--- src/rtl/wash_cycle_timer_if.sv ---
// Machine-side signal bundle between automatic_washing_machine and wash_cycle_timer.
// The machine drives the phase indicators; the timer answers with the two timeouts.
interface wash_cycle_timer_if;
  logic door_lock;
  logic soap_wash;
  logic water_wash;
  logic motor_on;
  logic drain_value_on;
  logic fill_value_on;
  logic done;
  logic cycle_timeout;
  logic spin_timeout;

  modport master (
    output door_lock, soap_wash, water_wash, motor_on, drain_value_on, fill_value_on, done,
    input  cycle_timeout, spin_timeout
  );

  modport slave (
    input  door_lock, soap_wash, water_wash, motor_on, drain_value_on, fill_value_on, done,
    output cycle_timeout, spin_timeout
  );
endinterface

--- src/rtl/wash_cycle_timer.sv ---
// Phase sequencer and tick-driven duration timer for the washing machine.
// Optional fill-valve watchdog is built only when FILL_WATCHDOG_EN is defined.
module wash_cycle_timer #(
  parameter int CNT_W       = 16,
  parameter int WASH_TICKS  = 100,
  parameter int RINSE_TICKS = 60,
  parameter int SPIN_TICKS  = 80,
  parameter int FILL_LIMIT  = 200
) (
  input  logic                 clk,
  input  logic                 reset,
  input  logic                 tick,
  input  logic [1:0]           program_sel,
  wash_cycle_timer_if.slave    mach,
  output logic                 busy,
  output logic [CNT_W-1:0]     remaining,
  output logic                 fault
);

  typedef enum logic [2:0] {
    IDLE   = 3'd0,
    WAIT   = 3'd1,
    WASH   = 3'd2,
    RINSE  = 3'd3,
    SPIN   = 3'd4,
    FINISH = 3'd5
  } state_t;

  state_t     state;
  logic [1:0] prog;
  logic       hold;
  logic       spin_cond;

  logic [CNT_W-1:0] wash_load;
  logic [CNT_W-1:0] rinse_load;
  logic [CNT_W-1:0] spin_load;

  // Quick halves, heavy doubles with saturation; a zero result still times one tick.
  function automatic logic [CNT_W-1:0] scale(input logic [63:0] n, input logic [1:0] sel);
    logic [63:0] v;
    logic [63:0] lim;
    lim = (64'd1 << CNT_W) - 64'd1;
    case (sel)
      2'b01:   v = n >> 1;
      2'b10:   v = n << 1;
      default: v = n;
    endcase
    if (v > lim) v = lim;
    if (v == 64'd0) v = 64'd1;
    return v[CNT_W-1:0];
  endfunction

  assign wash_load  = scale(64'(WASH_TICKS), prog);
  assign rinse_load = scale(64'(RINSE_TICKS), prog);
  assign spin_load  = scale(64'(SPIN_TICKS), prog);
  assign spin_cond  = mach.drain_value_on & mach.motor_on;

`ifdef FILL_WATCHDOG_EN
  localparam int FW = $clog2(FILL_LIMIT + 1) + 1;

  logic [FW-1:0] fill_cnt;
  logic          trip;

  assign trip = mach.fill_value_on && busy && tick &&
                ((fill_cnt + 1'b1) >= FW'(FILL_LIMIT));
  assign hold = fault | trip;

  // trip feeds hold directly so the timeouts drop on the same edge fault rises.
  always_ff @(posedge clk or posedge reset) begin
    if (reset) begin
      fill_cnt <= '0;
      fault    <= 1'b0;
    end else begin
      if (trip) fault <= 1'b1;
      if (!mach.fill_value_on)
        fill_cnt <= '0;
      else if (busy && tick && (fill_cnt < FW'(FILL_LIMIT)))
        fill_cnt <= fill_cnt + 1'b1;
    end
  end
`else
  assign fault = 1'b0;
  assign hold  = 1'b0;
`endif

  // remaining doubles as the phase counter; it is cleared on every timed-phase exit.
  always_ff @(posedge clk or posedge reset) begin
    if (reset) begin
      state              <= IDLE;
      prog               <= 2'b00;
      busy               <= 1'b0;
      remaining          <= '0;
      mach.cycle_timeout <= 1'b0;
      mach.spin_timeout  <= 1'b0;
    end else if (hold) begin
      mach.cycle_timeout <= 1'b0;
      mach.spin_timeout  <= 1'b0;
    end else if ((state inside {WAIT, WASH, RINSE, SPIN}) && !mach.door_lock) begin
      state              <= IDLE;
      busy               <= 1'b0;
      remaining          <= '0;
      mach.cycle_timeout <= 1'b0;
      mach.spin_timeout  <= 1'b0;
    end else begin
      case (state)
        IDLE: begin
          if (mach.door_lock) begin
            state <= WAIT;
            prog  <= program_sel;
            busy  <= 1'b1;
          end
        end

        WAIT: begin
          if (spin_cond) begin
            state     <= SPIN;
            remaining <= spin_load;
          end else if (mach.water_wash) begin
            state     <= RINSE;
            remaining <= rinse_load;
          end else if (mach.soap_wash) begin
            state     <= WASH;
            remaining <= wash_load;
          end else if (mach.done) begin
            state <= FINISH;
            busy  <= 1'b0;
          end
        end

        WASH: begin
          if (!mach.soap_wash) begin
            state              <= WAIT;
            remaining          <= '0;
            mach.cycle_timeout <= 1'b0;
          end else if (remaining == '0) begin
            mach.cycle_timeout <= 1'b1;
          end else if (tick) begin
            remaining <= remaining - 1'b1;
          end
        end

        RINSE: begin
          if (!mach.water_wash) begin
            state              <= WAIT;
            remaining          <= '0;
            mach.cycle_timeout <= 1'b0;
          end else if (remaining == '0) begin
            mach.cycle_timeout <= 1'b1;
          end else if (tick) begin
            remaining <= remaining - 1'b1;
          end
        end

        SPIN: begin
          if (!spin_cond) begin
            state             <= WAIT;
            remaining         <= '0;
            mach.spin_timeout <= 1'b0;
          end else if (remaining == '0) begin
            mach.spin_timeout <= 1'b1;
          end else if (tick) begin
            remaining <= remaining - 1'b1;
          end
        end

        FINISH: begin
          if (!mach.done && !mach.door_lock) state <= IDLE;
        end

        default: begin
          state     <= IDLE;
          busy      <= 1'b0;
          remaining <= '0;
        end
      endcase
    end
  end

endmodule

--- src/flat_wrapper.sv ---
// flat-port wrapper written by rule: the top's interface ports become plain ports
module wash_cycle_timer_flat 
#(
  parameter int CNT_W       = 16,
  parameter int WASH_TICKS  = 100,
  parameter int RINSE_TICKS = 60,
  parameter int SPIN_TICKS  = 80,
  parameter int FILL_LIMIT  = 200
)
  (clk, reset, tick, program_sel, busy, remaining, fault, mach_door_lock, mach_soap_wash, mach_water_wash, mach_motor_on, mach_drain_value_on, mach_fill_value_on, mach_done, mach_cycle_timeout, mach_spin_timeout);
  wash_cycle_timer_if mach_i ();
  input  logic clk;
  input  logic reset;
  input  logic tick;
  input  logic [1:0] program_sel;
  output logic busy;
  output logic [CNT_W-1:0] remaining;
  output logic fault;
  input wire logic [$bits(mach_i.door_lock)-1:0] mach_door_lock;
  input wire logic [$bits(mach_i.soap_wash)-1:0] mach_soap_wash;
  input wire logic [$bits(mach_i.water_wash)-1:0] mach_water_wash;
  input wire logic [$bits(mach_i.motor_on)-1:0] mach_motor_on;
  input wire logic [$bits(mach_i.drain_value_on)-1:0] mach_drain_value_on;
  input wire logic [$bits(mach_i.fill_value_on)-1:0] mach_fill_value_on;
  input wire logic [$bits(mach_i.done)-1:0] mach_done;
  output wire logic [$bits(mach_i.cycle_timeout)-1:0] mach_cycle_timeout;
  output wire logic [$bits(mach_i.spin_timeout)-1:0] mach_spin_timeout;
  assign mach_i.door_lock = mach_door_lock;
  assign mach_i.soap_wash = mach_soap_wash;
  assign mach_i.water_wash = mach_water_wash;
  assign mach_i.motor_on = mach_motor_on;
  assign mach_i.drain_value_on = mach_drain_value_on;
  assign mach_i.fill_value_on = mach_fill_value_on;
  assign mach_i.done = mach_done;
  assign mach_cycle_timeout = mach_i.cycle_timeout;
  assign mach_spin_timeout = mach_i.spin_timeout;
  wash_cycle_timer #(.CNT_W(CNT_W), .WASH_TICKS(WASH_TICKS), .RINSE_TICKS(RINSE_TICKS), .SPIN_TICKS(SPIN_TICKS), .FILL_LIMIT(FILL_LIMIT)) u_core (.clk(clk), .reset(reset), .tick(tick), .program_sel(program_sel), .mach(mach_i), .busy(busy), .remaining(remaining), .fault(fault));
endmodule
--- config.mk ---
export PLATFORM = sky130hd
export DESIGN_NAME = wash_cycle_timer_flat
export DESIGN_NICKNAME = d
export VERILOG_FILES = /design/src/rtl/wash_cycle_timer_if.sv /design/src/rtl/wash_cycle_timer.sv /design/src/flat_wrapper.sv
export SDC_FILE = /design/constraint.sdc
export NUM_CORES = 1
export LEC_CHECK = 0
export BUFFER_PORTS_ARGS = -buffer_cell sky130_fd_sc_hd__buf_2
export CORE_MARGIN = 10
export CORE_UTILIZATION = 36
export DETAILED_ROUTE_END_ITERATION = 10
export PLACE_DENSITY = 0.57
export SLEW_MARGIN = 10
export SYNTH_ARGS = -nofsm -noshare
export SYNTH_HDL_FRONTEND = slang
export SYNTH_SLANG_ARGS = --single-unit
--- constraint.sdc ---
create_clock -name clk -period 2.4 [get_ports clk]
set_clock_uncertainty 0.2 [all_clocks]
set_input_delay 0.6 -clock clk [delete_from_list [all_inputs] [get_ports clk]]
set_output_delay 0.6 -clock clk [all_outputs]
set_load 0.1 [all_outputs]
Word level (Yosys, flattened, before mapping)
Cells that the tools add are included.
{ "word_totals": {"ff_bits": 24, "input_bits": 12, "output_inout_bits": 20} }
{ "op_classes": {"n_addsub": 1, "magnitude_cmp": 3, "eq_ne": 21, "muxes": 46, "bitwise": 2, "n_reduce_logical": 19} }
{ "ops": {"columns": ["cell", "n"], "rows": [
  ["16-bit two-way mux", 15],
  ["64-bit logical NOT", 3],
  ["16-bit one-hot mux with 5 select lines", 1],
  ["8-bit by 16-bit greater-than comparator with 1-bit output (second input constant)", 2],
  ["8-bit one-hot mux with 2 select lines", 2],
  ["3-bit two-way mux", 10],
  ["3-bit != test (second input constant)", 8],
  ["3-bit one-hot mux with 6 select lines", 1],
  ["7-bit by 16-bit greater-than comparator with 1-bit output (second input constant)", 1],
  ["16-bit logical NOT", 1],
  ["16-bit by 1-bit subtractor with 16-bit output (second input constant)", 1],
  ["1-bit two-way mux", 14],
  ["7-bit one-hot mux with 2 select lines", 1],
  ["6-bit AND reduction", 2],
  ["3-bit by 2-bit equality test with 1-bit output (second input constant)", 2],
  ["3-bit equality test (second input constant)", 2],
  ["6-bit by 5-bit != test with 1-bit output (second input constant)", 1],
  ["5-bit by 4-bit != test with 1-bit output (second input constant)", 1],
  ["2-bit by 1-bit != test with 1-bit output (second input constant)", 2],
  ["2-bit AND reduction", 2],
  ["4-bit nonzero test", 1],
  ["4-bit OR reduction", 1],
  ["3-bit by 1-bit equality test with 1-bit output (second input constant)", 1],
  ["3-bit logical NOT", 1],
  ["other kinds (14)", 16]
]} }

Depth between registers and ports, before layout
Gate-level depths: netlist (run 1).
{ "logic_depth": {"word_depth": 11, "ltp_mapped": 8, "depth_no_buf": 7} }

Least setup slack after synthesis (run 1)
No wires, ideal clock.
{ "synth_timing": {"path_kind": "flip-flop to flip-flop", "startpoint": "register u_core.remaining[0]", "endpoint": "register u_core.remaining[11]", "setup_ns": 0.081, "t_arrival_ns": 2.578, "setup_slack_ns": -0.458, "stages_incl_launch_ff": 9, "period_less_slack_ns": 2.858, "cell_sequence": "dfrtp_1 inv_1 ha_1 nor3b_1 and3_1 clkbuf_1 a21o_1 nor4_1 mux2i_1"} }
{ "synth_between": {"elab_chain_len": 6} }
{ "synth_lines": {"columns": ["element", "line_no", "text"], "rows": [
  ["start: declaration", "wash_cycle_timer.sv:16", "output logic [CNT_W-1:0] remaining,"],
  ["start signal: assignment", "wash_cycle_timer.sv:117", "remaining <= spin_load;"],
  ["start signal: assignment", "wash_cycle_timer.sv:120", "remaining <= rinse_load;"],
  ["start signal: assignment", "wash_cycle_timer.sv:123", "remaining <= wash_load;"],
  ["16-bit by 1-bit subtractor with 16-bit output", "wash_cycle_timer.sv:138, wash_cycle_timer.sv:150, wash_cycle_timer.sv:162", null],
  ["16-bit two-way mux", "wash_cycle_timer.sv:137, wash_cycle_timer.sv:149, wash_cycle_timer.sv:161", null],
  ["16-bit two-way mux (*)", "wash_cycle_timer.sv:135", "end else if (remaining == '0) begin"],
  ["16-bit two-way mux (on tied branches)", "wash_cycle_timer.sv:155, wash_cycle_timer.sv:131, wash_cycle_timer.sv:143", null],
  ["16-bit one-hot mux with 5 select lines (*)", "wash_cycle_timer.sv:105", "case (state)"],
  ["16-bit two-way mux (*)", "wash_cycle_timer.sv:98", "end else if ((state inside {WAIT, WASH, RINSE, SPIN}) && !mach.door_lock) begin"]
]} }
Mark *: on every way between the ends. The rest lies on a longest branch, timed or not.
A chain may end at the register's enable or synchronous reset.

Worst setup path after layout (run 1)
{ "layout_timing": {"startpoint": "register u_core.remaining[1]", "endpoint": "register u_core.remaining[9]"} }
Same word-level chain as after synthesis.

==> flow_metrics.tcl, run 1 <==
set metrics [dict create \
    die_x_um 90.6 \
    cts-buffers-inserted 3 \
    gp_routability_congestion 0.906 \
    start_util_pct 37.5 \
    async_reset_ff_share_pct 100 \
    critPathLaunchType "flop" \
    finalSetupViolations 0 \
    min_period_ns 2.19 \
    min_path_type "in2async" \
    yosysWarnings 0 \
    clk_pin_slew_ns 0.09 \
    antenna_found_initial 0 \
    grt_start_max_net_pins 25 \
    max-clock-path-buffers 2 \
    rsz0062_at_grt "no" \
    crit_type "reg2reg" \
    slew_viol_final 0 \
    cts_hold_buffers 0 \
    yosysSeqAreaShare_pct 33.5 \
    antenna_cells 0 \
    core_mm2 0.00479 \
    max_clock_freq_mhz 457 \
    startpoint "u_core.remaining[1]$_DFFE_PP0P_" \
    cap_violations 0 \
    period_share_pct 91.1 \
    cp_data_arrival_time_ns 2.19 \
    fin_area_mm2 0.00214 \
    rr_startpoint "u_core.remaining[1]$_DFFE_PP0P_" \
    synth_area_per_cell_um2 8.31 \
    port_buffers 29 \
    r2r_cells 7 \
    clock_latency_ns 0.27 \
    drc 0 \
    grt_pass1_vias 1704 \
    die_h_um 90.6 \
    wl_per_cell_um 15.9 \
    place_area_mm2 0.00208 \
    root_buffer "clkbuf_8" \
    cts-resized-gates 0 \
    ff2ff_setup_slack_ns 0.21 \
    routed_via_density 5.41 \
    drt_wl_total_um 5030 \
    fillers 499 \
    drive_above_1_share_pct 26.4 \
    r2r-end "u_core.remaining[9]$_DFFE_PP0P_" \
    register_area_um2 614 \
    cts_max_level 1 \
    critPathCapture "u_core.remaining[9]$_DFFE_PP0P_" \
    ant_nets 0 \
    first_iter_violations 133 \
    vias 1714 \
    dr.pass1.iters 4 \
    layout.cells.most_common_list "buf_2 (29), nand2_1 (21), o21ai_0 (21)" \
    ys_ff_latch 24 \
    io_pins 32 \
    nets 268 \
    dieArea_mm2 0.00821 \
    area_growth_pct 19.0 \
    syn_nets 233 \
    post_cts_buffers 0 \
    ys_types 55 \
    gr-total-overflow 0 \
    cts_tree "built" \
    cts.sink_count 24 \
    finalHoldViolations 0 \
    path_max_fanout 6 \
    synth-edff-count 0 \
    ys.flop_type "dfrtp_1" \
    grt_usage_pct 12.6 \
    num_rows 25 \
    grt_pass1_wl_um 8830 \
    outcome "finished, final reports clean" \
    syn_inst 216 \
    dp_hpwl_um 3760 \
    critPathRequiredTime_ns 2.40 \
    syn-cell-area_mm2 0.00179 \
    end_kind "flop" \
    multi_input_area_mm2 0.00107 \
    final_common_cell "buf_2" \
]
-- through the flow --
step / TNS (ns) / util [%] / hold WS (ns) / cells / setup WS, ns
after floorplan: -0.0255 / - / 0.352 / 216 / -0.0128
after global placement: 0 / 43.5 / 0.318 / 313 / 0.127
after detailed placement: 0 / 43.5 / 0.318 / 313 / 0.139
after CTS: 0 / 44.6 / 0.174 / 317 / 0.194
after global routing: 0 / 44.6 / 0.215 / 317 / 0.0161
final: 0 / 44.6 / 0.162 / 317 / 0.214
-- cell usage after synthesis, types with 2 or more instances --
library cell	number	area, um2
a21boi_0	3	22.5
a21o_1	6	45.0
a21oi_1	8	40.0
a31oi_1	4	25.0
and3_1	3	18.8
buf_2	5	25.0
buf_4	4	30.0
clkbuf_1	3	11.3
dfrtp_1	24	601
ha_1	5	62.6
inv_1	15	56.3
mux2i_1	7	70.1
nand2_1	21	78.8
nand2b_1	3	18.8
nand3_1	9	45.0
nand4_1	3	18.8
nor2_1	14	52.6
nor3_1	5	25.0
nor3_2	2	20.0
nor3b_1	2	15.0
nor4_1	4	25.0
o211ai_1	3	22.5
o21ai_0	21	105
o221ai_1	4	35.0
o22ai_1	5	31.3
o2bb2ai_1	3	26.3
or3_1	2	12.5
-- layer usage --
metal / up-vias / routed length (um) / global-route usage, %
met3: 6 / 243 / 2.91
met1: 810 / 2510 / 17.4
met2: 31 / 2220 / 19.2
met5: - / 0 / 0
li1: 867 / - / -
met4: 0 / 61 / 2.92
-- critical path, cell delays in order, from the launching register on --
cell and delay [ns]:
dfrtp_4 0.42, inv_1 0.08, ha_1 0.18, nor3b_1 0.14
and3_1 0.24, a21o_1 0.28, nor4_1 0.36, mux2i_1 0.22
-- flip-flops by register name (all words and copies together), names as in the netlist --
name	cells
u_core.remaining	16
u_core.state	3
u_core.prog	2
u_core.busy	1
u_core.mach.cycle_timeout	1
u_core.mach.spin_timeout	1
-- cell families after synthesis --
family	synth area share, %
compound gates	30.1
buf+inv	6.83
fa+ha+maj	3.49
flops	33.5
simple gates	22.0
mux	3.91
other cells	0.209
-- how the worst min path moves through the flow --
stage / from / end / cells past startpoint
floorplan: u_core.prog[1]$_DFFE_PP0P_ / u_core.prog[1]$_DFFE_PP0P_ / 2
global placement: u_core.remaining[8]$_DFFE_PP0P_ / u_core.remaining[8]$_DFFE_PP0P_ / 1
detailed placement: u_core.mach.spin_timeout$_DFFE_PP0P_ / u_core.mach.spin_timeout$_DFFE_PP0P_ / 1
CTS: reset / u_core.remaining[6]$_DFFE_PP0P_ / 3
global route: reset / u_core.remaining[6]$_DFFE_PP0P_ / 3
finish: reset / u_core.mach.spin_timeout$_DFFE_PP0P_ / 3
-- layout make-up --
class                           count  share of cell area, %
Multi-Input combinational cell    165                   50.1
Sequential cell                    24                   28.8
Timing Repair Buffer               42                   12.0
Tap cell                           67                   3.93
Inverter                           15                   2.64
Clock buffer                        4                   2.58
Power of run 1 is left out: the tool's default activity adds up to more than one toggle a clock period on the data nets, which glitch-free logic cannot reach.
==> inputs of run 2 (changes only) <==
--- a/config.mk
+++ b/config.mk
@@ -5,11 +5,11 @@
 export SDC_FILE = /design/constraint.sdc
 export NUM_CORES = 1
 export LEC_CHECK = 0
-export BUFFER_PORTS_ARGS = -buffer_cell sky130_fd_sc_hd__buf_2
 export CORE_MARGIN = 10
 export CORE_UTILIZATION = 36
 export DETAILED_ROUTE_END_ITERATION = 10
-export PLACE_DENSITY = 0.57
+export DONT_BUFFER_PORTS = 1
+export PLACE_DENSITY = 0.51
 export SLEW_MARGIN = 10
 export SYNTH_ARGS = -nofsm -noshare
 export SYNTH_HDL_FRONTEND = slang
==> run 2 against run 1 <==
Compared with the run above: sequential cell count stayed put; first-iteration DRC count is 43% higher; cell count decreased by 4.7%; via count increased by 0.58%; non-clock buffer count fell by 15; critical path type unchanged.
==> flow_metrics.tcl, run 2 (synthesized netlist as in run 1, its figures left out) <==
set metrics [dict create \
    rsz0062_at_grt "no" \
    start_util_pct 37.5 \
    drt_wl_total_um 5220 \
    slew_viol_final 0 \
    largest_register_ffs 16 \
    dp_hpwl_um 4010 \
    antenna_cells 0 \
    first_iter_violations 190 \
    die_h_um 90.6 \
    path_max_fanout 6 \
    antenna_found_initial 0 \
    top_register "u_core.remaining" \
    r2r-end "u_core.remaining[6]$_DFFE_PP0P_" \
    rr_startpoint "u_core.remaining[1]$_DFFE_PP0P_" \
    core_mm2 0.00479 \
    cts_hold_buffers 0 \
    gr-total-overflow 0 \
    gp_routability_congestion 0.851 \
    layout.cells.most_common_list "buf_4 (27), nand2_1 (21), o21ai_0 (21)" \
    num_rows 25 \
    routed_via_density 5.71 \
    whs_ns 0.0513 \
    vias 1724 \
    drc 0 \
    dieArea_mm2 0.00821 \
    drive_above_1_share_pct 21.7 \
    min_period_ns 2.20 \
    clock_latency_ns 0.27 \
    nets 253 \
    min_path_type "in2async" \
    r2r_cells 7 \
    cts.sink_count 24 \
    grt_usage_pct 12.8 \
    grt_pass1_vias 1783 \
    outcome "finished, final reports clean" \
    grt_start_max_net_pins 16 \
    clk_pin_slew_ns 0.09 \
    cap_violations 0 \
    period_share_pct 91.8 \
    cts_tree "built" \
    ant_nets 0 \
    fillers 473 \
    wl_per_cell_um 17.3 \
    cp_data_arrival_time_ns 2.19 \
    io_pins 32 \
    cts-resized-gates 0 \
    max-clock-path-buffers 2 \
    root_buffer "clkbuf_8" \
    finalSetupViolations 0 \
    critPathLaunchType "flop" \
    slew_headroom_pct 62.5 \
    post_cts_buffers 0 \
    dr.pass1.iters 4 \
    tightestPinTransition_ns 0.562 \
    area_growth_pct 16.1 \
    cts-buffers-inserted 3 \
    final_common_cell "buf_4" \
    max_clock_freq_mhz 454 \
    reg_top3 "u_core.remaining (16), u_core.state (3), u_core.prog (2)" \
    die_x_um 90.6 \
    port_buffers 0 \
    end_kind "flop" \
    finalHoldViolations 0 \
    critPathRequiredTime_ns 2.39 \
    cts_max_level 1 \
    ff2ff_setup_slack_ns 0.20 \
    grt_pass1_wl_um 8890 \
    crit_type "reg2reg" \
]
## run 2: cell count changes in the layout (fill, tap and decap cells not counted)
cell    change
buf_2      -29
buf_4      +15
buf_12      -1
## run 2: critical path, cell delays in order (launching register included)
cell	delay (ns)
dfrtp_4	0.48
inv_1	0.12
ha_1	0.15
nor3b_1	0.22
and3_1	0.34
a21boi_0	0.22
and3_1	0.25
o22ai_1	0.14
## run 2: worst max-delay path by stage
stage                                      from                          endpoint  slack (ns)  cells past startpoint
3_3_place_gp                mach_drain_value_on   u_core.remaining[6]$_DFFE_PP0P_        0.25                      5
2_1_floorplan  u_core.remaining[10]$_DFFE_PP0P_  u_core.remaining[11]$_DFFE_PP0P_       -0.01                      6
6_report        u_core.remaining[1]$_DFFE_PP0P_   u_core.remaining[6]$_DFFE_PP0P_        0.20                      7
5_1_grt         u_core.remaining[1]$_DFFE_PP0P_   u_core.remaining[6]$_DFFE_PP0P_      0.0005                      7
4_1_cts         u_core.remaining[1]$_DFFE_PP0P_  u_core.remaining[11]$_DFFE_PP0P_        0.21                      7
3_5_place_dp                mach_drain_value_on   u_core.remaining[9]$_DFFE_PP0P_        0.22                      5
## run 2: per-stage QoR
stage | std cells | setup WS [ns] | util [%] | area (um2) | setup TNS [ns]
3_5_place_dp | 298 | 0.215 | 42.4 | 2030 | 0
5_1_grt | 302 | 0.000518 | 43.5 | 2080 | 0
4_1_cts | 302 | 0.208 | 43.5 | 2080 | 0
2_1_floorplan | 216 | -0.0128 | - | 1810 | -0.0255
6_report | 302 | 0.197 | 43.5 | 2080 | 0
3_3_place_gp | 298 | 0.246 | 42.4 | 2030 | 0
## run 2: final cells by class
class,instances,area (um2),area share (%)
multi-input cells,165,1070,51.4
flip-flops and latches,24,614,29.5
repair buffers,27,203,9.73
well taps,67,83.8,4.02
inverters,15,56.3,2.70
clock buffers,4,55.1,2.64
## run 2: layer usage
metal	GRT usage, %	part of all wire, %	vias to the layer above
met5	0	0	-
met4	3.58	1.2	0
met3	4.49	7.4	6
met2	19.5	44	55
met1	16.6	47	820
li1	-	-	843
Power of run 2 is left out for the same reason.
